==> config.mk <==
export PLATFORM = sky130hd
export DESIGN_NAME = mio_bus_ctrl_flat
export DESIGN_NICKNAME = d
export VERILOG_FILES = /design/src/rtl/mio_bus_pkg.sv /design/src/rtl/mio_bus_ctrl_if.sv /design/src/rtl/mio_addr_decode.sv /design/src/rtl/mio_bus_ctrl.sv /design/src/flat_wrapper.sv
export SDC_FILE = /design/constraint.sdc
export NUM_CORES = 1
export LEC_CHECK = 0
export ABC_AREA = 1
export BUFFER_PORTS_ARGS = -buffer_cell sky130_fd_sc_hd__buf_2
export CELL_PAD_IN_SITES_DETAIL_PLACEMENT = 0
export CELL_PAD_IN_SITES_GLOBAL_PLACEMENT = 1
export CORE_ASPECT_RATIO = 0.7
export CORE_UTILIZATION = 32
export CTS_BUF_LIST = sky130_fd_sc_hd__clkbuf_4 sky130_fd_sc_hd__clkbuf_8
export CTS_CLUSTER_DIAMETER = 30
export CTS_CLUSTER_SIZE = 40
export DETAILED_ROUTE_END_ITERATION = 10
export GPL_ROUTABILITY_DRIVEN = 1
export PLACE_DENSITY = 0.9
export RECOVER_POWER = 25
export SYNTH_ARGS = -nofsm -noshare
export SYNTH_HDL_FRONTEND = slang
export SYNTH_HIERARCHICAL = 1
export SYNTH_SLANG_ARGS = --single-unit
==> constraint.sdc <==
create_clock -name clk -period 4.2 [get_ports clk]
set_input_delay 0.21 -clock clk [delete_from_list [all_inputs] [get_ports clk]]
set_output_delay 0.21 -clock clk [all_outputs]
set_load 0.05 [all_outputs]
==> src/rtl/mio_bus_pkg.sv <==
// Shared constants and FSM encoding for the CPU memory/IO bus controller.
package mio_bus_pkg;

    localparam int unsigned DATA_W    = 32;
    localparam int unsigned MAX_SLV   = 16;
    localparam int unsigned IDX_W     = $clog2(MAX_SLV);
    localparam int unsigned WAIT_W    = 4;
    localparam int unsigned ERR_CNT_W = 8;

    typedef enum logic [1:0] {
        ST_IDLE   = 2'd0,
        ST_STROBE = 2'd1,
        ST_WAIT   = 2'd2,
        ST_RESP   = 2'd3
    } state_e;

endpackage

==> src/rtl/mio_bus_ctrl_if.sv <==
// CPU-side and slave-side signals of the memory/IO bus controller.
interface mio_bus_ctrl_if #(
    parameter int unsigned NUM_SLV = 6,
    parameter int unsigned ADDR_W  = 15
) ();
    import mio_bus_pkg::*;

    logic                      cpu_req;
    logic                      cpu_we;
    logic [DATA_W-1:0]         cpu_addr;
    logic [DATA_W-1:0]         cpu_wdata;
    logic [3:0]                cpu_be;
    logic [DATA_W-1:0]         cpu_rdata;
    logic                      cpu_ready;
    logic                      cpu_err;
    logic [NUM_SLV-1:0]        slv_sel;
    logic                      slv_we;
    logic [ADDR_W-1:0]         slv_addr;
    logic [DATA_W-1:0]         slv_wdata;
    logic [3:0]                slv_be;
    logic [NUM_SLV*DATA_W-1:0] slv_rdata;

    // CPU plus peripherals: drives requests and slave read data
    modport master (
        output cpu_req, cpu_we, cpu_addr, cpu_wdata, cpu_be, slv_rdata,
        input  cpu_rdata, cpu_ready, cpu_err, slv_sel, slv_we, slv_addr, slv_wdata, slv_be
    );

    // Bus controller view
    modport slave (
        input  cpu_req, cpu_we, cpu_addr, cpu_wdata, cpu_be, slv_rdata,
        output cpu_rdata, cpu_ready, cpu_err, slv_sel, slv_we, slv_addr, slv_wdata, slv_be
    );

endinterface

==> src/rtl/mio_addr_decode.sv <==
// Base/mask window compare with lowest-index priority; purely combinational.
module mio_addr_decode
    import mio_bus_pkg::*;
#(
    parameter int unsigned                NUM_SLV  = 6,
    parameter logic [NUM_SLV*DATA_W-1:0] SLV_BASE = {NUM_SLV{32'h0}},
    parameter logic [NUM_SLV*DATA_W-1:0] SLV_MASK = {NUM_SLV{32'hF000_0000}}
) (
    input  logic [DATA_W-1:0] addr,
    output logic              hit,
    output logic [IDX_W-1:0]  idx
);

    // Scan from the top so the lowest matching window is written last
    always_comb begin
        hit = 1'b0;
        idx = '0;
        for (int i = int'(NUM_SLV) - 1; i >= 0; i--) begin
            if ((addr & SLV_MASK[DATA_W*i +: DATA_W]) == SLV_BASE[DATA_W*i +: DATA_W]) begin
                hit = 1'b1;
                idx = IDX_W'(i);
            end
        end
    end

endmodule

==> src/rtl/mio_bus_ctrl.sv <==
// Registered CPU memory/IO bus controller: window decode, per-slave wait states, ready/err.
// Optional MIO_BUS_ERR_LOG_EN adds err_addr/err_cnt logging of unmapped accesses.
module mio_bus_ctrl
    import mio_bus_pkg::*;
#(
    parameter int unsigned                NUM_SLV  = 6,
    parameter int unsigned                ADDR_W   = 15,
    parameter logic [NUM_SLV*DATA_W-1:0] SLV_BASE = {NUM_SLV{32'h0}},
    parameter logic [NUM_SLV*DATA_W-1:0] SLV_MASK = {NUM_SLV{32'hF000_0000}},
    parameter logic [NUM_SLV*WAIT_W-1:0] WAIT_CYC = {NUM_SLV{4'd0}}
) (
    input  logic           clk,
    input  logic           rst,
    mio_bus_ctrl_if.slave  bus
`ifdef MIO_BUS_ERR_LOG_EN
    ,
    output logic [DATA_W-1:0]    err_addr,
    output logic [ERR_CNT_W-1:0] err_cnt
`endif
);

    state_e            state;
    logic              dec_hit;
    logic [IDX_W-1:0]  dec_idx;
    logic [IDX_W-1:0]  idx_q;
    logic              we_q;
    logic [WAIT_W-1:0] cnt;
    logic [WAIT_W-1:0] sel_wait;
    logic [DATA_W-1:0] sel_rdata;
    logic [DATA_W-1:0] resp_data;

    mio_addr_decode #(
        .NUM_SLV  (NUM_SLV),
        .SLV_BASE (SLV_BASE),
        .SLV_MASK (SLV_MASK)
    ) u_decode (
        .addr (bus.cpu_addr),
        .hit  (dec_hit),
        .idx  (dec_idx)
    );

    // Per-slave wait count and read data of the latched window
    always_comb begin
        sel_wait  = '0;
        sel_rdata = '0;
        for (int i = 0; i < int'(NUM_SLV); i++) begin
            if (idx_q == IDX_W'(i)) begin
                sel_wait  = WAIT_CYC[WAIT_W*i +: WAIT_W];
                sel_rdata = bus.slv_rdata[DATA_W*i +: DATA_W];
            end
        end
    end

    assign resp_data = we_q ? '0 : sel_rdata;

    always_ff @(posedge clk or posedge rst) begin
        if (rst) begin
            state         <= ST_IDLE;
            idx_q         <= '0;
            we_q          <= 1'b0;
            cnt           <= '0;
            bus.cpu_rdata <= '0;
            bus.cpu_ready <= 1'b0;
            bus.cpu_err   <= 1'b0;
            bus.slv_sel   <= '0;
            bus.slv_we    <= 1'b0;
            bus.slv_addr  <= '0;
            bus.slv_wdata <= '0;
            bus.slv_be    <= '0;
        end else begin
            case (state)
                ST_IDLE: begin
                    if (bus.cpu_req) begin
                        idx_q         <= dec_idx;
                        we_q          <= bus.cpu_we;
                        bus.slv_addr  <= bus.cpu_addr[ADDR_W+1:2];
                        bus.slv_wdata <= bus.cpu_wdata;
                        bus.slv_be    <= bus.cpu_be;
                        if (dec_hit) begin
                            state       <= ST_STROBE;
                            bus.slv_sel <= NUM_SLV'(1) << dec_idx;
                            bus.slv_we  <= bus.cpu_we;
                        end else begin
                            state         <= ST_RESP;
                            bus.cpu_ready <= 1'b1;
                            bus.cpu_err   <= 1'b1;
                            bus.cpu_rdata <= '0;
                        end
                    end
                end
                ST_STROBE: begin
                    bus.slv_sel <= '0;
                    bus.slv_we  <= 1'b0;
                    cnt         <= sel_wait;
                    if (sel_wait == '0) begin
                        state         <= ST_RESP;
                        bus.cpu_ready <= 1'b1;
                        bus.cpu_rdata <= resp_data;
                    end else begin
                        state <= ST_WAIT;
                    end
                end
                ST_WAIT: begin
                    cnt <= cnt - WAIT_W'(1);
                    if (cnt == WAIT_W'(1)) begin
                        state         <= ST_RESP;
                        bus.cpu_ready <= 1'b1;
                        bus.cpu_rdata <= resp_data;
                    end
                end
                ST_RESP: begin
                    state         <= ST_IDLE;
                    bus.cpu_ready <= 1'b0;
                    bus.cpu_err   <= 1'b0;
                    bus.cpu_rdata <= '0;
                end
                default: state <= ST_IDLE;
            endcase
        end
    end

`ifdef MIO_BUS_ERR_LOG_EN
    // Unmapped-access log, updated as the access enters RESP
    always_ff @(posedge clk or posedge rst) begin
        if (rst) begin
            err_addr <= '0;
            err_cnt  <= '0;
        end else if (state == ST_IDLE && bus.cpu_req && !dec_hit) begin
            err_addr <= bus.cpu_addr;
            if (err_cnt != '1) begin
                err_cnt <= err_cnt + ERR_CNT_W'(1);
            end
        end
    end
`endif

endmodule

==> src/flat_wrapper.sv <==
// flat-port wrapper written by rule: the top's interface ports become plain ports
module mio_bus_ctrl_flat import mio_bus_pkg::*;
#(
    parameter int unsigned                NUM_SLV  = 6,
    parameter int unsigned                ADDR_W   = 15,
    parameter logic [NUM_SLV*DATA_W-1:0] SLV_BASE = {NUM_SLV{32'h0}},
    parameter logic [NUM_SLV*DATA_W-1:0] SLV_MASK = {NUM_SLV{32'hF000_0000}},
    parameter logic [NUM_SLV*WAIT_W-1:0] WAIT_CYC = {NUM_SLV{4'd0}}
)
  (clk, rst, bus_cpu_req, bus_cpu_we, bus_cpu_addr, bus_cpu_wdata, bus_cpu_be, bus_slv_rdata, bus_cpu_rdata, bus_cpu_ready, bus_cpu_err, bus_slv_sel, bus_slv_we, bus_slv_addr, bus_slv_wdata, bus_slv_be);
  mio_bus_ctrl_if #(.NUM_SLV(NUM_SLV), .ADDR_W(ADDR_W)) bus_i ();
  input  logic clk;
  input  logic rst;
  input wire logic [$bits(bus_i.cpu_req)-1:0] bus_cpu_req;
  input wire logic [$bits(bus_i.cpu_we)-1:0] bus_cpu_we;
  input wire logic [$bits(bus_i.cpu_addr)-1:0] bus_cpu_addr;
  input wire logic [$bits(bus_i.cpu_wdata)-1:0] bus_cpu_wdata;
  input wire logic [$bits(bus_i.cpu_be)-1:0] bus_cpu_be;
  input wire logic [$bits(bus_i.slv_rdata)-1:0] bus_slv_rdata;
  output wire logic [$bits(bus_i.cpu_rdata)-1:0] bus_cpu_rdata;
  output wire logic [$bits(bus_i.cpu_ready)-1:0] bus_cpu_ready;
  output wire logic [$bits(bus_i.cpu_err)-1:0] bus_cpu_err;
  output wire logic [$bits(bus_i.slv_sel)-1:0] bus_slv_sel;
  output wire logic [$bits(bus_i.slv_we)-1:0] bus_slv_we;
  output wire logic [$bits(bus_i.slv_addr)-1:0] bus_slv_addr;
  output wire logic [$bits(bus_i.slv_wdata)-1:0] bus_slv_wdata;
  output wire logic [$bits(bus_i.slv_be)-1:0] bus_slv_be;
  assign bus_i.cpu_req = bus_cpu_req;
  assign bus_i.cpu_we = bus_cpu_we;
  assign bus_i.cpu_addr = bus_cpu_addr;
  assign bus_i.cpu_wdata = bus_cpu_wdata;
  assign bus_i.cpu_be = bus_cpu_be;
  assign bus_i.slv_rdata = bus_slv_rdata;
  assign bus_cpu_rdata = bus_i.cpu_rdata;
  assign bus_cpu_ready = bus_i.cpu_ready;
  assign bus_cpu_err = bus_i.cpu_err;
  assign bus_slv_sel = bus_i.slv_sel;
  assign bus_slv_we = bus_i.slv_we;
  assign bus_slv_addr = bus_i.slv_addr;
  assign bus_slv_wdata = bus_i.slv_wdata;
  assign bus_slv_be = bus_i.slv_be;
  mio_bus_ctrl #(.NUM_SLV(NUM_SLV), .ADDR_W(ADDR_W), .SLV_BASE(SLV_BASE), .SLV_MASK(SLV_MASK), .WAIT_CYC(WAIT_CYC)) u_core (.clk(clk), .rst(rst), .bus(bus_i));
endmodule
# Word level (Yosys, flattened, before mapping)
# Cells that the tools add are included.
dict set report word_totals {
  regBits 99
  wordCells 52
  output_inout_bits 92
  input_bits 264
}
dict set report classes {
  addsub 1
  mux 22
  n_eq_ne 8
  n_reduce_logical 10
}
# cell count
set ops {}
lappend ops {{32-bit two-way mux} 4}
lappend ops {{32-bit case mux with 4 select lines} 1}
lappend ops {{32-bit logical NOT} 1}
lappend ops {{6-bit two-way mux} 2}
lappend ops {{6-bit case mux with 2 select lines} 1}
lappend ops {{3-bit AND reduction} 3}
lappend ops {{2-bit case mux with 4 select lines} 1}
lappend ops {{4-bit case mux with 2 select lines} 1}
lappend ops {{1-bit two-way mux} 6}
lappend ops {{2-bit two-way mux} 3}
lappend ops {{2-bit nonzero test} 3}
lappend ops {{2-bit equality test, second input constant} 2}
lappend ops {{4-bit by 1-bit equality test with 1-bit output, second input constant} 1}
lappend ops {{2-bit by 1-bit != test with 1-bit output, second input constant} 2}
lappend ops {{2-bit != test, second input constant} 2}
lappend ops {{1-bit case mux with 2 select lines} 2}
lappend ops {{1-bit case mux with 4 select lines} 1}
lappend ops {{2-bit AND reduction} 2}
lappend ops {{4-bit by 1-bit subtractor with 4-bit output, second input constant} 1}
lappend ops {{2-bit by 1-bit equality test with 1-bit output, second input constant} 1}
lappend ops {{2-bit logical NOT} 1}

# Logic depth before layout (Yosys ltp)
# Gate-level depths: netlist of run 1.
dict set report depth {
  depth_word 5
  depth_mapped 11
  depth_no_buf 9
}

# Hierarchy
# The synthesis of run 1 kept the hierarchy.
# mod area_each_um2 seq_area_each_um2 instances cells_each
set by_module_without_submodules {}
lappend by_module_without_submodules {mio_bus_ctrl 6015.8 2577.5 1 896}
lappend by_module_without_submodules {mio_addr_decode 60.1 0.0 1 12}

# Worst setup path before layout of run 1
# Ideal clock, no wire load.
dict set report synth_timing {
  kind {reg2reg}
  startpoint {register u_core.state[0]}
  endpoint {register u_core.bus.cpu_rdata[0]}
  setup_time_ns 0.118
  n_path_buf 1
  required_time_ns 4.082
  setup_slack_ns 2.605
  arrival_time_ns 1.477
  stages_incl_launch_ff 10
  synth_period_minus_slack_ns 1.595
  path_cell_list {dfrtp_1 -> inv_1 -> ha_1 -> inv_1 -> or2_2 -> nand4_1 -> buf_2 -> nor2_1 -> nand2_1 -> nand2_1}
}
dict set report synth_via {
  elab_chain_len 3
  elab_cells_between_ends 9
  classes_between {6 x eq/ne; 1 x mux; 2 x reduce/logical}
}
# item line_no
set synth_rtl {}
lappend synth_rtl {{start, declared} mio_bus_ctrl.sv:22} ;# state_e state;
lappend synth_rtl {{start signal, assigned} mio_bus_ctrl.sv:58} ;# state <= ST_IDLE;
lappend synth_rtl {{start signal, assigned} mio_bus_ctrl.sv:80} ;# state <= ST_STROBE;
lappend synth_rtl {{start signal, assigned} mio_bus_ctrl.sv:84} ;# state <= ST_RESP;
lappend synth_rtl {{2-bit equality test or 2-bit logical NOT (tied branches)} mio_bus_ctrl.sv:71} ;# case (state)
lappend synth_rtl {{2-bit by 1-bit != test with 1-bit output (no line) or 2-bit != test (tied branches)} -}
lappend synth_rtl {{3-bit AND reduction (no line)} -}
lappend synth_rtl {{end signal, assigned} mio_bus_ctrl.sv:98} ;# bus.cpu_rdata <= resp_data;
lappend synth_rtl {{end signal, assigned} mio_bus_ctrl.sv:108} ;# bus.cpu_rdata <= resp_data;
lappend synth_rtl {{end, declared} mio_bus_ctrl_if.sv:32} ;# output cpu_rdata, cpu_ready, cpu_err, slv_sel, slv_we, slv_addr, slv_wdata, slv_be
# Several ways; a longest one is shown, not always the timed one.
# A chain may end at the register's enable or synchronous reset.

==> results.md, run 1 <==
Setup path:
- The critical path goes through inv_1 > nor2_4 > buf_4 > nand2_1 > nand2_1 > nor2_1 > nand2_1 > nand2_1 > nand2_1 > nand2_1.
- The largest stage delay on the critical path is 0.56 ns.
- In this run the worst path has a maximum fanout of 22.
- The critical path is of the reg2reg type.
- Tracing the worst setup path back leads to its startpoint at u_core/idx_q[2]$_DFFE_PP0P_.
- The internal reg-to-reg setup slack is 1.69 ns.
- The startpoint identified for the worst register-to-register timing path is u_core/idx_q[2]$_DFFE_PP0P_.
- The depth of the worst register-to-register path is 10.
- The element type at the critical path end is a register.
- The most prevalent standard cell on the critical path is sky130_fd_sc_hd__nand2_1.
- Among all stages on the critical path, the largest delay is contributed by sky130_fd_sc_hd__nand2_1.
- The endpoint identified for the worst register-to-register timing path is u_core/bus.cpu_rdata[7]$_DFFE_PP0P_.
- The required arrival time at the worst endpoint is 4.46 ns.
- Data on the critical path arrives at its endpoint at 2.77 ns.
- STA classifies the critical path startpoint as a register.

GRT:
- After global routing, the most crowded layer is met2.
- Entering global routing, the biggest net connects 87 pins.
- In the global route stage, met2 resource usage came out at 37.70%.
- The global routing usage on met3 is 5.010%.
- The initial antenna violation count came to 0.
- The met1 usage is 30.83%.
- The wire length of the first global-routing pass is 34,410 um.
- For this run the aggregate overflow at the end of global routing stands at 0.
- The via count of the first global-routing pass came to 6,402.
- For this run, the total global-route usage over all layers was measured as 22.78%.

Die:
- The floorplan step defined a core boundary enclosing 18,310 um^2.
- The number of rows in the core area is 41.
- The die covers 19,550 um^2.
- The die is 166.7 um wide.
- The initial standard-cell utilization of the core is 33.18%.
- For this design the top-level I/O count stands at 356.
- The die extent in y is 117.3 um.

Routing:
- Using the TritonRoute via totals, the vias-per-cell ratio works out to 4.741.
- The detail route stage leaves a number of antenna-violating nets equal to 0.
- The detailed router finished its first iteration with 513 violations.
- The post-route DRC violation count is 0.
- The detailed-route via count is 6,913.
- Dividing the detail-routed wire length by the instance count gives 15.57 um.
- The wire length reported by the detailed router is 22,700 um.
- The first detailed-routing pass took 6 iterations.

Final layout:
- The final standard cell count with taps included and fillers excluded is 1,458.
- The synthesis-to-finish area growth is 32.58%.
- The net total in the final layout is 1,488.
- Cells fill 43.98% of the core in the end.
- The final non-filler cell area is 8055 um^2.
- Of the cells placed in the final design, the portion with a size suffix greater than 1 is 28.64%.
- The repair_antennas step left the layout with diodes totalling 0.

Run status:
- The checks that failed: max-capacitance violations, max-slew violations.
- The flow ran to the end, but the final reports show violations.

Yosys:
- The mean area per synthesized cell is 6.691 um^2.
- In the synthesized netlist the dominant register cell turns out to be sky130_fd_sc_hd__dfrtp_1.
- The number of synthesized flops with an enable pin is 0.
- The distinct cell type count after synthesis is 22.
- Summing every instance area after synthesis gives 6076 um^2.
- The cell taking the most area after synthesis is sky130_fd_sc_hd__dfrtp_1.
- For this run, the register share of the synthesized area comes to 42.42%.
- In the post-synthesis netlist, the biggest area contributors are sky130_fd_sc_hd__dfrtp_1 42%, sky130_fd_sc_hd__nand2_1 23%, sky130_fd_sc_hd__nand3_1 10%, sky130_fd_sc_hd__nor2_1 7.0%, sky130_fd_sc_hd__o211ai_1 4.0%.
- Summed over its instances, the top area cell type makes up 42.42% of the synthesized netlist area.
- For this run, asynchronously set or reset flops after synthesis account for 100.0%.
- The number of synthesis warnings is 6.
- After technology mapping, the gate count stands at 908.
- In this run, synthesis produced a sequential element count of 103.

Placement:
- The routability-driven placement congestion ratio is 0.8689.
- The cell area after placement is 7909 um^2.
- Detailed placement ended at an HPWL of 16,870 um.
- The worst setup timing slack at the placement stage is 1.721 ns.
- The number of placed instances, taps included, is 1,442.
- Port buffering added 342 buffers.

Timing:
- Setup repair after global routing left no endpoint under its margin.
- For this run, the top clock speed supported by timing is 398.2 MHz.
- The fraction of the cycle the final worst path needs is 59.80%.
- The worst clock skew is 0.01790 ns.
- The number of failing hold endpoints at the final stage is 0.
- The slack of the critical path is 1.688 ns.
- The tightest slew margin relative to the limit is -35.84%.
- The worst hold slack is 0.02356 ns.
- The final setup violation count is 0.
- The number of max-slew violations in the final report is 44.
- The final critical path time including I/O delays and setup is 2.512 ns.
- The final sum of negative setup slack is 0 ns.
- At the pin with the least slew margin, the transition time is 2.027 ns.

Pwr:
- The worst voltage drop across the vdd grid is 0.0003951 V.
- Dividing total power by cell area gives a power density of 766.5 nW/um^2.
- Overall power consumption after layout is estimated at 6.174 mW.
- For this design the static power due to leakage is 4.801 nW.

CTS:
- The clock drives 103 sinks.
- Clock latency on the worst-skew pair, taken at its later pin, is 0.37 ns.
- The level count of the clock H-tree is 3.
- The number of hold buffers added after CTS was 1.
- The clock slew seen by the registers of the worst setup and hold paths is 0.11 ns.
- Once the clock tree was built, the resizer swapped 0 gates to a different size.
- The buffer type at the clock tree root is sky130_fd_sc_hd__clkbuf_8.
- The number of buffers added by the clock tree synthesis step is 9.
- The buffer count from post-CTS setup fixing is 0.
- The maximum count of clock buffers along a single path is 2.
- The CTS tree is built.

Worst hold path:
- The kind of path behind the tightest hold check is in2reg.
- The worst hold path passes through 3 cells.
- The startpoint of the tightest hold check path is bus_cpu_addr[16].
- The endpoint with the worst hold slack is u_core/bus.slv_addr[14]$_DFFE_PP0P_.

Job:
- The number of maximum-capacitance constraint violations is 1.
## worst max path at each step
| stage | slack [ns] | cells past startpoint | end |
|---|---|---|---|
| 2_1_floorplan | 1.29 | 1 | u_core/bus.cpu_err$_DFFE_PP0P_ |
| 3_3_place_gp | 1.78 | 10 | u_core/bus.cpu_rdata[6]$_DFFE_PP0P_ |
| 3_5_place_dp | 1.72 | 10 | u_core/bus.cpu_rdata[7]$_DFFE_PP0P_ |
| 4_1_cts | 1.72 | 10 | u_core/bus.cpu_rdata[7]$_DFFE_PP0P_ |
| 5_1_grt | 1.56 | 10 | u_core/bus.cpu_rdata[6]$_DFFE_PP0P_ |
| 6_report | 1.69 | 10 | u_core/bus.cpu_rdata[7]$_DFFE_PP0P_ |
## power breakdown
part	total, mW	switching (mW)	internal [mW]
clock network	0.613	0.389	0.224
logic	3.99	3.03	0.963
registers	1.57	0.209	1.36
## area by class of cell
class                      count  area (um^2)
fill                        1973        10260
multi-input combinational    691         3014
sequential                   103         2577
timing repair buffer         355         1770
tap                          236        295.3
inverter                      58        219.0
clock buffer                   9        123.9
clock inverter                 6        55.05
## Yosys cell counts, types with 2 or more instances
| library cell | n |
|---|---|
| sky130_fd_sc_hd__o22ai_1 | 4 |
| sky130_fd_sc_hd__o211ai_1 | 32 |
| sky130_fd_sc_hd__clkbuf_1 | 26 |
| sky130_fd_sc_hd__nand2_1 | 372 |
| sky130_fd_sc_hd__buf_4 | 9 |
| sky130_fd_sc_hd__o21ai_0 | 9 |
| sky130_fd_sc_hd__inv_2 | 5 |
| sky130_fd_sc_hd__a21oi_1 | 2 |
| sky130_fd_sc_hd__nand2_2 | 2 |
| sky130_fd_sc_hd__ha_1 | 6 |
| sky130_fd_sc_hd__inv_1 | 53 |
| sky130_fd_sc_hd__nand3_1 | 126 |
| sky130_fd_sc_hd__nand4_1 | 13 |
| sky130_fd_sc_hd__buf_2 | 24 |
| sky130_fd_sc_hd__dfrtp_1 | 103 |
| sky130_fd_sc_hd__nor2_2 | 3 |
| sky130_fd_sc_hd__nor2_1 | 114 |
## sequential cells by signal, indices dropped and copies added (netlist names), 2 cells and up
name and flops:
u_core/bus.slv_wdata 32, u_core/cnt 4, u_core/bus.slv_sel 6, u_core/bus.slv_be 4
u_core/bus.slv_addr 15, u_core/idx_q 4, u_core/state 2, u_core/bus.cpu_rdata 32
## worst max-delay path, delay by kind of cell (launching register included)
kind	cells	cell delay (ns)
AND/OR/NAND/NOR	8	1.51
buffers and inverters	2	0.46
flip-flops	1	0.43
## routing by layer
layer	part of all wire, %	vias to the layer above
li1	-	3479
met1	47	3165
met2	46	255
met3	6.9	14
met4	0.92	0
met5	0	-
## cell families (layout without fill, tap and decap cells)
kind of cell,count (synthesis),count (layout),synth area share (%)
buf+inv,117,428,8.278
flops,103,103,42.42
fa+ha+maj,6,6,1.236
simple gates,633,633,42.63
other cells,1,4,0.06172
compound gates,48,48,5.375
## layout by cell type, fill, tap and decap left out, drive strengths merged, types with 2 or more instances in the layout
cell type  instances
conb               4
inv               59
nand4             13
clkinvlp           3
clkinv             2
o211ai            32
dfrtp            103
nand3            126
o21ai              9
nand2            374
a21oi              2
o22ai              4
ha                 6
nor2             118
buf              321
clkbuf            42
Power figures use the tool's default switching activity.
==> inputs of run 2 (changes only) <==
Settings changed: CORE_UTILIZATION 32 to 30, PLACE_DENSITY 0.9 to 0.85.
Clock period 4.2 ns to 2.47 ns, I/O delays scaled along.
==> run 2 against run 1 <==
  * Final area rose by 8.8%
  * Utilization rose by 0.28 points
  * The flow now finishes without violations
  * Critical path depth fell by 1
  * Combinational power rose by 76%
  * Sequential share of layout area fell by 2.6 points
  * Power rose by 74%
  * Via count rose by 2.0%
  * Routed wire length rose by 1.4%
==> results.md, run 2 (synthesis gave the netlist of run 1 again) <==
Placement:
- The cell count after placement is 1,482 (was 1,442).
- The quantity of I/O buffers inserted on ports is 342 (unchanged).
- The worst setup timing slack at the placement stage is 0.3785 ns (was 1.721 ns).
- The placed wire-length estimate after detailed placement is 16,710 um (was 16,870 um).
- The routability-driven placement congestion ratio is 0.8183 (was 0.8689).

CTS:
- The clock slew seen by the registers of the worst setup and hold paths came to 0.11 ns (about the same).
- The number of sinks driven by the clock tree is 103 (unchanged).
- The level count of the clock H-tree came to 3 (unchanged).
- The maximum count of clock buffers along a single path is 2 (unchanged).
- The CTS tree is built (unchanged).
- The clock insertion delay at the later pin of the skew report is 0.38 ns (was 0.37 ns).
- The buffer type at the clock tree root is sky130_fd_sc_hd__clkbuf_8 (unchanged).
- The number of buffers added by the clock tree synthesis step is 9 (unchanged).

GRT:
- The total global routing overflow is 0 (unchanged).
- The initial antenna violation count is 0 (unchanged).
- The via count of the first global-routing pass is 6,540 (was 6,402).
- The wire length of the first global-routing pass is 34,560 um (was 34,410 um).
- The maximum number of pins on one net before global-route repair is 67 (was 87).
- The overall routing resource usage is 21.58% (was 22.78%).

Routing:
- The number of detailed-route iterations in the first pass is 4 (was 6).
- The post-detailed-route wirelength per cell is 14.84 um (was 15.57 um).
- The detailed-route via count was 7,050 (was 6,913).
- The vias per cell came to 4.545 (was 4.741).
- The number of nets with antenna violations after routing is 0 (unchanged).
- The number of design-rule violations left by the first detailed-router iteration is 396 (was 513).
- The wire length reported by the detailed router came to 23,020 um (was 22,700 um).
- The post-route DRC violation count was 0 (unchanged).

Setup path:
- The kind of critical path is reg2reg (unchanged).
- The startpoint kind of the worst setup timing path is a register (unchanged).
- The launch instance of the worst register-to-register path was u_core/idx_q[0]$_DFFE_PP0P_ (was u_core/idx_q[2]$_DFFE_PP0P_).
- The largest stage delay on the critical path is 0.41 ns (was 0.56 ns).
- The capturing instance or port of the critical path is u_core/bus.cpu_rdata[22]$_DFFE_PP0P_ (was u_core/bus.cpu_rdata[7]$_DFFE_PP0P_).
- The library cell contributing the largest single delay on the critical path is sky130_fd_sc_hd__dfrtp_1 (was sky130_fd_sc_hd__nand2_1).
- The internal reg-to-reg setup slack was 0.36 ns (was 1.69 ns).
- The required arrival time at the worst endpoint was 2.79 ns (was 4.46 ns).
- The most prevalent standard cell on the critical path is sky130_fd_sc_hd__nand2_1 (unchanged).
- The origin of the worst setup path is u_core/idx_q[0]$_DFFE_PP0P_ (was u_core/idx_q[2]$_DFFE_PP0P_).
- The endpoint arrival time on the critical path is 2.43 ns (was 2.77 ns).
- Crit path cell chain: buf_4 > nand2_1 > inv_2 > nand2_2 > inv_2 > nand2_1 > nand4_1 > nand2_1 > nand2_1 (was inv_1 > nor2_4 > buf_4 > nand2_1 > nand2_1 > nor2_1 > nand2_1 > nand2_1 > nand2_1 > nand2_1).
- The element type at the critical path end was a register (unchanged).
- The endpoint of the most critical register-to-register path is u_core/bus.cpu_rdata[22]$_DFFE_PP0P_ (was u_core/bus.cpu_rdata[7]$_DFFE_PP0P_).
- The highest fanout seen on the critical path is 34 (was 22).
- The depth of the worst register-to-register path is 9 (was 10).

Timing:
- Unrepaired setup endpoints after global routing: false (unchanged).
- The slack of the critical path was 0.3621 ns (was 1.688 ns).
- The final sum of negative setup slack is 0 ns (unchanged).
- The slew at the pin closest to its max-slew limit came to 1.415 ns (was 2.027 ns).
- The number of failing hold endpoints at the final stage is 0 (unchanged).
- The final critical path time including I/O delays and setup is 2.108 ns (was 2.512 ns).
- The tightest slew margin relative to the limit is 5.148% (was -35.84%).
- The fraction of the cycle the final worst path needs is 85.34% (was 59.80%).
- The number of max-slew violations in the final report is 0 (was 44).
- The maximum clock frequency is 474.4 MHz (was 398.2 MHz).
- The worst clock skew is 0.01652 ns (was 0.01790 ns).
- The final setup violation count is 0 (unchanged).
- The worst hold slack was 0.05944 ns (was 0.02356 ns).

Final layout:
- Commonest cells after routing, fill and taps aside: 371 x sky130_fd_sc_hd__nand2_1, 341 x sky130_fd_sc_hd__buf_2, 126 x sky130_fd_sc_hd__nand3_1, 113 x sky130_fd_sc_hd__nor2_1, 103 x sky130_fd_sc_hd__dfrtp_1 (was 371 x sky130_fd_sc_hd__nand2_1, 309 x sky130_fd_sc_hd__buf_2, 126 x sky130_fd_sc_hd__nand3_1, 114 x sky130_fd_sc_hd__nor2_1, 103 x sky130_fd_sc_hd__dfrtp_1).
- Registers with the highest flip-flop counts: u_core/bus.cpu_rdata (32), u_core/bus.slv_wdata (32), u_core/bus.slv_addr (15) (unchanged).
- The final standard cell count with taps included and fillers excluded is 1,551 (was 1,458).
- The final-layout fill cell count came to 2,089 (was 1,973).
- The most common library cell in the layout ignoring fill and taps is sky130_fd_sc_hd__nand2_1 (unchanged).
- The number of antenna diodes was 0 (unchanged).
- The synthesis-to-finish area growth came to 44.23% (was 32.58%).
- The share of post-route cells with drive strength above 1 is 30.44% (was 28.64%).
- The net total in the final layout is 1,546 (was 1,488).

Die:
- The die outline area is 20,830 um^2 (was 19,550 um^2).
- The placeable core region is 19,800 um^2 (was 18,310 um^2).
- The initial standard-cell utilization of the core was 30.69% (was 33.18%).
- The die extent in y is 121.1 um (was 117.3 um).
- The number of top-level design ports was 356 (unchanged).
- The die width is 172.1 um (was 166.7 um).
- The number of rows in the core area is 43 (was 41).

Worst hold path:
- The hold path depth came to 5 (was 3).
- The kind of path behind the tightest hold check was in2reg (unchanged).

Pwr:
- The leakage power was 5.188 nW (was 4.801 nW).
- The worst voltage drop across the vdd grid is 0.0006613 V (was 0.0003951 V).
- The power per unit of standard cell area was 1228 nW/um^2 (was 766.5 nW/um^2).

Job:
- The number of maximum-capacitance constraint violations is 0 (was 1).

Run status:
- Status: finished, final reports clean (was complete, but fails checks).
-- run 2: worst min path at each step --
| stage | from | endpoint | slack, ns |
|---|---|---|---|
| floorplan | bus_cpu_addr[2] | u_core/bus.slv_addr[0]$_DFFE_PP0P_ | 0.23 |
| global placement | rst | u_core/bus.slv_wdata[27]$_DFFE_PP0P_ | 0.29 |
| detailed placement | rst | u_core/bus.slv_wdata[27]$_DFFE_PP0P_ | 0.28 |
| CTS | bus_slv_rdata[97] | u_core/bus.cpu_rdata[1]$_DFFE_PP0P_ | 0.03 |
| global route | bus_slv_rdata[163] | u_core/bus.cpu_rdata[3]$_DFFE_PP0P_ | 0.06 |
| finish | bus_slv_rdata[97] | u_core/bus.cpu_rdata[1]$_DFFE_PP0P_ | 0.06 |
-- run 2: layout make-up --
| type | instances | area, um^2 | area share (%) |
|---|---|---|---|
| multi-input cells | 691 | 3017 | 34.42 |
| flip-flops and latches | 103 | 2577 | 29.41 |
| repair buffers | 413 | 2421 | 27.63 |
| well taps | 270 | 337.8 | 3.855 |
| inverters | 58 | 219.0 | 2.499 |
| clock buffers | 10 | 131.4 | 1.499 |
| clock inverters | 6 | 60.06 | 0.6853 |
-- run 2: per-stage QoR --
step	power (mW)	util (%)	instance area (um^2)
after floorplan	7.719	-	6091
after global placement	9.592	40.72	8063
after detailed placement	9.661	40.72	8063
after CTS	10.84	44.37	8785
after global routing	11.65	44.26	8763
final	10.76	44.26	8763
-- run 2: layer usage --
metal  routed length [um]  global-route usage (%)  share of wire [%]  vias up
li1                     -                       -                  -     3597
met1                10580                   28.87                 46     3178
met2                10510                   35.86                 46      264
met3                 1790                   5.121                7.8       11
met4                  135                   3.153               0.59        0
met5                    0                       0                  0        -
-- run 2: what timing repair did --
action,in CTS,in global routing
hold endpoints to repair,80,0
resized for setup,0,0
setup buffers,0,0
hold buffers,53,0
-- run 2: report_power, final --
group	switching, mW	internal [mW]
logic	5.18	1.87
clock network	0.665	0.406
registers	0.339	2.31
-- run 2: critical path, delay by kind of cell, from the launching register on --
kind / cells / cell delay, ns
buffers and inverters: 3 / 0.92
DFF: 1 / 0.41
and+or+nand+nor: 6 / 0.70
==> inputs of run 3 (changes only) <==
Settings changed: CORE_MARGIN set to 3.
==> run 3 against run 2 <==
  * Die area is 5.7% higher
  * Critical path depth up 1
  * Register-to-register slack improved by 0.13 ns
  * Sequential cell count unchanged
  * First-iteration DRC count grew 18%
  * Worst setup slack improved by 0.13 ns
  * Cell count decreased by 0.52%
  * Global-route usage down 0.25 points
  * Power increased by 0.76%
  * Via count increased by 1.4%
  * Sequential power about the same
  * Highest routed layer unchanged
==> results.md, run 3 (synthesis gave the netlist of run 1 again) <==
Pwr:
- The sequential share of power is 24.4% (was 24.6%).
- The internal power is 4.625 mW (was 4.583 mW).
- The total chip power is 10.84 mW (was 10.76 mW).
- The share of total power in combinational logic came to 65.5% (was 65.4%).
- The power per unit of standard cell area is 1238 nW/um^2 (was 1228 nW/um^2).
- The clock share of power is 10.1% (was 10.0%).
- The total net switching power is 6.218 mW (was 6.180 mW).
- The leakage power is 5.187 nW (was 5.188 nW).
- The net switching share of the total power is 57.34% (was 57.42%).
- The worst voltage drop across the vdd grid came to 0.0008053 V (was 0.0006613 V).

Setup path:
- The startpoint kind of the worst setup timing path is a register (unchanged).
- The depth of the worst register-to-register path is 10 (was 9).
- The launch instance of the worst register-to-register path is u_core/state[1]$_DFFE_PP0P_ (was u_core/idx_q[0]$_DFFE_PP0P_).
- The required arrival time at the worst endpoint is 2.80 ns (was 2.79 ns).
- The kind of critical path is reg2reg (unchanged).
- The endpoint of the most critical register-to-register path is u_core/bus.cpu_rdata[30]$_DFFE_PP0P_ (was u_core/bus.cpu_rdata[22]$_DFFE_PP0P_).
- The endpoint arrival time on the critical path was 2.31 ns (was 2.43 ns).
- The highest fanout seen on the critical path is 24 (was 34).
- The internal reg-to-reg setup slack is 0.49 ns (was 0.36 ns).
- The element type at the critical path end is a register (unchanged).

Placement:
- The placed wire-length estimate after detailed placement is 17,560 um (was 16,710 um).
- The routability-driven placement congestion ratio was 0.9200 (was 0.8183).
- The cell count after placement is 1,474 (was 1,482).
- The worst setup timing slack at the placement stage is 0.4895 ns (was 0.3785 ns).
- The quantity of I/O buffers inserted on ports is 342 (unchanged).
- The cell area after placement is 8040 um^2 (was 8063 um^2).

Timing:
- The slack of the critical path is 0.4895 ns (was 0.3621 ns).
- Unrepaired setup endpoints after global routing: false (unchanged).
- The number of failing hold endpoints at the final stage came to 0 (unchanged).
- The slew at the pin closest to its max-slew limit came to 1.448 ns (was 1.415 ns).
- The maximum clock frequency came to 504.9 MHz (was 474.4 MHz).
- The final critical path time including I/O delays and setup is 1.980 ns (was 2.108 ns).
- The final sum of negative setup slack came to 0 ns (unchanged).
- The worst clock skew came to 0.01173 ns (was 0.01652 ns).
- The tightest slew margin relative to the limit is 3.484% (was 5.148%).
- The fraction of the cycle the final worst path needs is 80.18% (was 85.34%).
- The number of max-slew violations in the final report was 0 (unchanged).
- The final setup violation count is 0 (unchanged).
- The worst hold slack came to 0.04787 ns (was 0.05944 ns).

Worst hold path:
- The startpoint of the tightest hold check path is bus_slv_rdata[99] (was bus_slv_rdata[97]).
- The hold path depth was 5 (unchanged).
- The endpoint with the worst hold slack is u_core/bus.cpu_rdata[3]$_DFFE_PP0P_ (was u_core/bus.cpu_rdata[1]$_DFFE_PP0P_).
- The kind of path behind the tightest hold check was in2reg (unchanged).

CTS:
- The clock slew seen by the registers of the worst setup and hold paths came to 0.11 ns (about the same).
- The maximum count of clock buffers along a single path came to 2 (unchanged).
- The level count of the clock H-tree is 3 (unchanged).
- The post-cts sizing count is 0 (unchanged).
- The buffer type at the clock tree root is sky130_fd_sc_hd__clkbuf_8 (unchanged).
- The number of sinks driven by the clock tree is 103 (unchanged).
- The clock insertion delay at the later pin of the skew report is 0.39 ns (was 0.38 ns).
- The number of buffers added by the clock tree synthesis step is 9 (unchanged).
- The CTS tree is built (unchanged).

Run status:
- Status: finished, final reports clean (unchanged).

Job:
- The number of maximum-capacitance constraint violations is 0 (unchanged).

GRT:
- The maximum number of pins on one net before global-route repair is 104 (was 67).
- The total global routing overflow is 0 (unchanged).
- The wire length of the first global-routing pass is 37,180 um (was 34,560 um).
- The overall routing resource usage was 21.34% (was 21.58%).
- The initial antenna violation count came to 0 (unchanged).
- The via count of the first global-routing pass is 6,907 (was 6,540).

Final layout:
- The net total in the final layout came to 1,544 (was 1,546).
- The share of post-route cells with drive strength above 1 is 30.34% (was 30.44%).
- The number of antenna diodes is 0 (unchanged).
- Registers with the highest flip-flop counts: u_core/bus.cpu_rdata (32), u_core/bus.slv_wdata (32), u_core/bus.slv_addr (15) (unchanged).
- The final core area utilization is 45.16% (was 44.26%).
- The most common library cell in the layout ignoring fill and taps was sky130_fd_sc_hd__nand2_1 (unchanged).
- The final non-filler cell area is 8757 um^2 (was 8763 um^2).
- Commonest cells after routing, fill and taps aside: 371 x sky130_fd_sc_hd__nand2_1, 341 x sky130_fd_sc_hd__buf_2, 126 x sky130_fd_sc_hd__nand3_1, 113 x sky130_fd_sc_hd__nor2_1, 103 x sky130_fd_sc_hd__dfrtp_1 (unchanged).
- The final standard cell count with taps included and fillers excluded is 1,543 (was 1,551).
- The synthesis-to-finish area growth is 44.13% (was 44.23%).

Die:
- The die width was 176.1 um (was 172.1 um).
- The initial standard-cell utilization of the core was 31.33% (was 30.69%).
- The number of rows in the core area is 42 (was 43).
- The placeable core region was 19,390 um^2 (was 19,800 um^2).
- The die extent in y came to 125.1 um (was 121.1 um).
- The die outline area is 22,020 um^2 (was 20,830 um^2).
- The number of top-level design ports came to 356 (unchanged).

Routing:
- The number of design-rule violations left by the first detailed-router iteration is 469 (was 396).
- The vias per cell is 4.632 (was 4.545).
- The number of nets with antenna violations after routing was 0 (unchanged).
- The post-detailed-route wirelength per cell came to 15.84 um (was 14.84 um).
- The detailed-route via count is 7,147 (was 7,050).
- The wire length reported by the detailed router is 24,440 um (was 23,020 um).
- The post-route DRC violation count is 0 (unchanged).
- The number of detailed-route iterations in the first pass came to 4 (unchanged).
[run 3: cell types whose count changed in the layout (fill, tap and decap cells not counted)]
cell and delta:
sky130_fd_sc_hd__clkinvlp_2 -1, sky130_fd_sc_hd__clkinvlp_4 +1, sky130_fd_sc_hd__clkbuf_2 -2, sky130_fd_sc_hd__buf_4 -1, sky130_fd_sc_hd__inv_6 -3, sky130_fd_sc_hd__clkbuf_8 +1
sky130_fd_sc_hd__inv_8 +1, sky130_fd_sc_hd__clkinv_4 +2
[run 3: cell type report]
type	count	area [um^2]
Fill cell	2059	10630
Clock buffer	10	137.6
Tap cell	264	330.3
Clock inverter	6	62.56
Sequential cell	103	2577
Inverter	58	221.5
Timing Repair Buffer	411	2411
Multi-Input combinational cell	691	3017
[run 3: worst max-delay path, stage by stage (launching register included)]
cell and delay [ns]:
sky130_fd_sc_hd__dfrtp_1 0.42, sky130_fd_sc_hd__inv_1 0.11, sky130_fd_sc_hd__ha_1 0.23, sky130_fd_sc_hd__inv_1 0.07, sky130_fd_sc_hd__or2_2 0.30, sky130_fd_sc_hd__nand2_1 0.10
sky130_fd_sc_hd__inv_1 0.07, sky130_fd_sc_hd__nand2_2 0.27, sky130_fd_sc_hd__buf_12 0.22, sky130_fd_sc_hd__nand2_1 0.07, sky130_fd_sc_hd__nand2_1 0.06
[run 3: power groups by stage]
stage	sequential (mW)	combinational, mW	clock (mW)
final	2.65	7.10	1.09
after global routing	2.73	7.79	1.21
after CTS	2.65	7.14	1.14
after detailed placement	2.67	7.06	0
after global placement	2.66	7.03	0
after floorplan	4.48	3.24	0
[run 3: what timing repair did]
item,in CTS,in global routing
hold endpoints to repair,156,0
hold buffers,53,0
buffers inserted,0,0
[run 3: worst max path at each step]
stage | startpoint | endpoint | slack (ns) | cells past startpoint
floorplan | u_core/state[0]$_DFFE_PP0P_ | u_core/bus.cpu_rdata[0]$_DFFE_PP0P_ | 0.88 | 9
global placement | u_core/state[0]$_DFFE_PP0P_ | u_core/bus.cpu_ready$_DFFE_PP0P_ | 0.50 | 9
detailed placement | u_core/state[0]$_DFFE_PP0P_ | u_core/bus.cpu_ready$_DFFE_PP0P_ | 0.49 | 9
CTS | u_core/state[1]$_DFFE_PP0P_ | u_core/bus.cpu_ready$_DFFE_PP0P_ | 0.48 | 9
global route | u_core/state[0]$_DFFE_PP0P_ | u_core/bus.cpu_ready$_DFFE_PP0P_ | 0.28 | 10
finish | u_core/state[1]$_DFFE_PP0P_ | u_core/bus.cpu_rdata[30]$_DFFE_PP0P_ | 0.49 | 10
[run 3: per-layer routing]
| metal | global-route usage (%) | wire [um] | share of wire (%) | up-vias |
|---|---|---|---|---|
| met1 | 29.07 | 10970 | 45 | 3191 |
| met3 | 5.091 | 2070 | 8.5 | 40 |
| met4 | 6.049 | 588 | 2.4 | 0 |
| li1 | - | - | - | 3592 |
| met2 | 33.89 | 10810 | 44 | 324 |
| met5 | 0 | 0 | 0 | - |
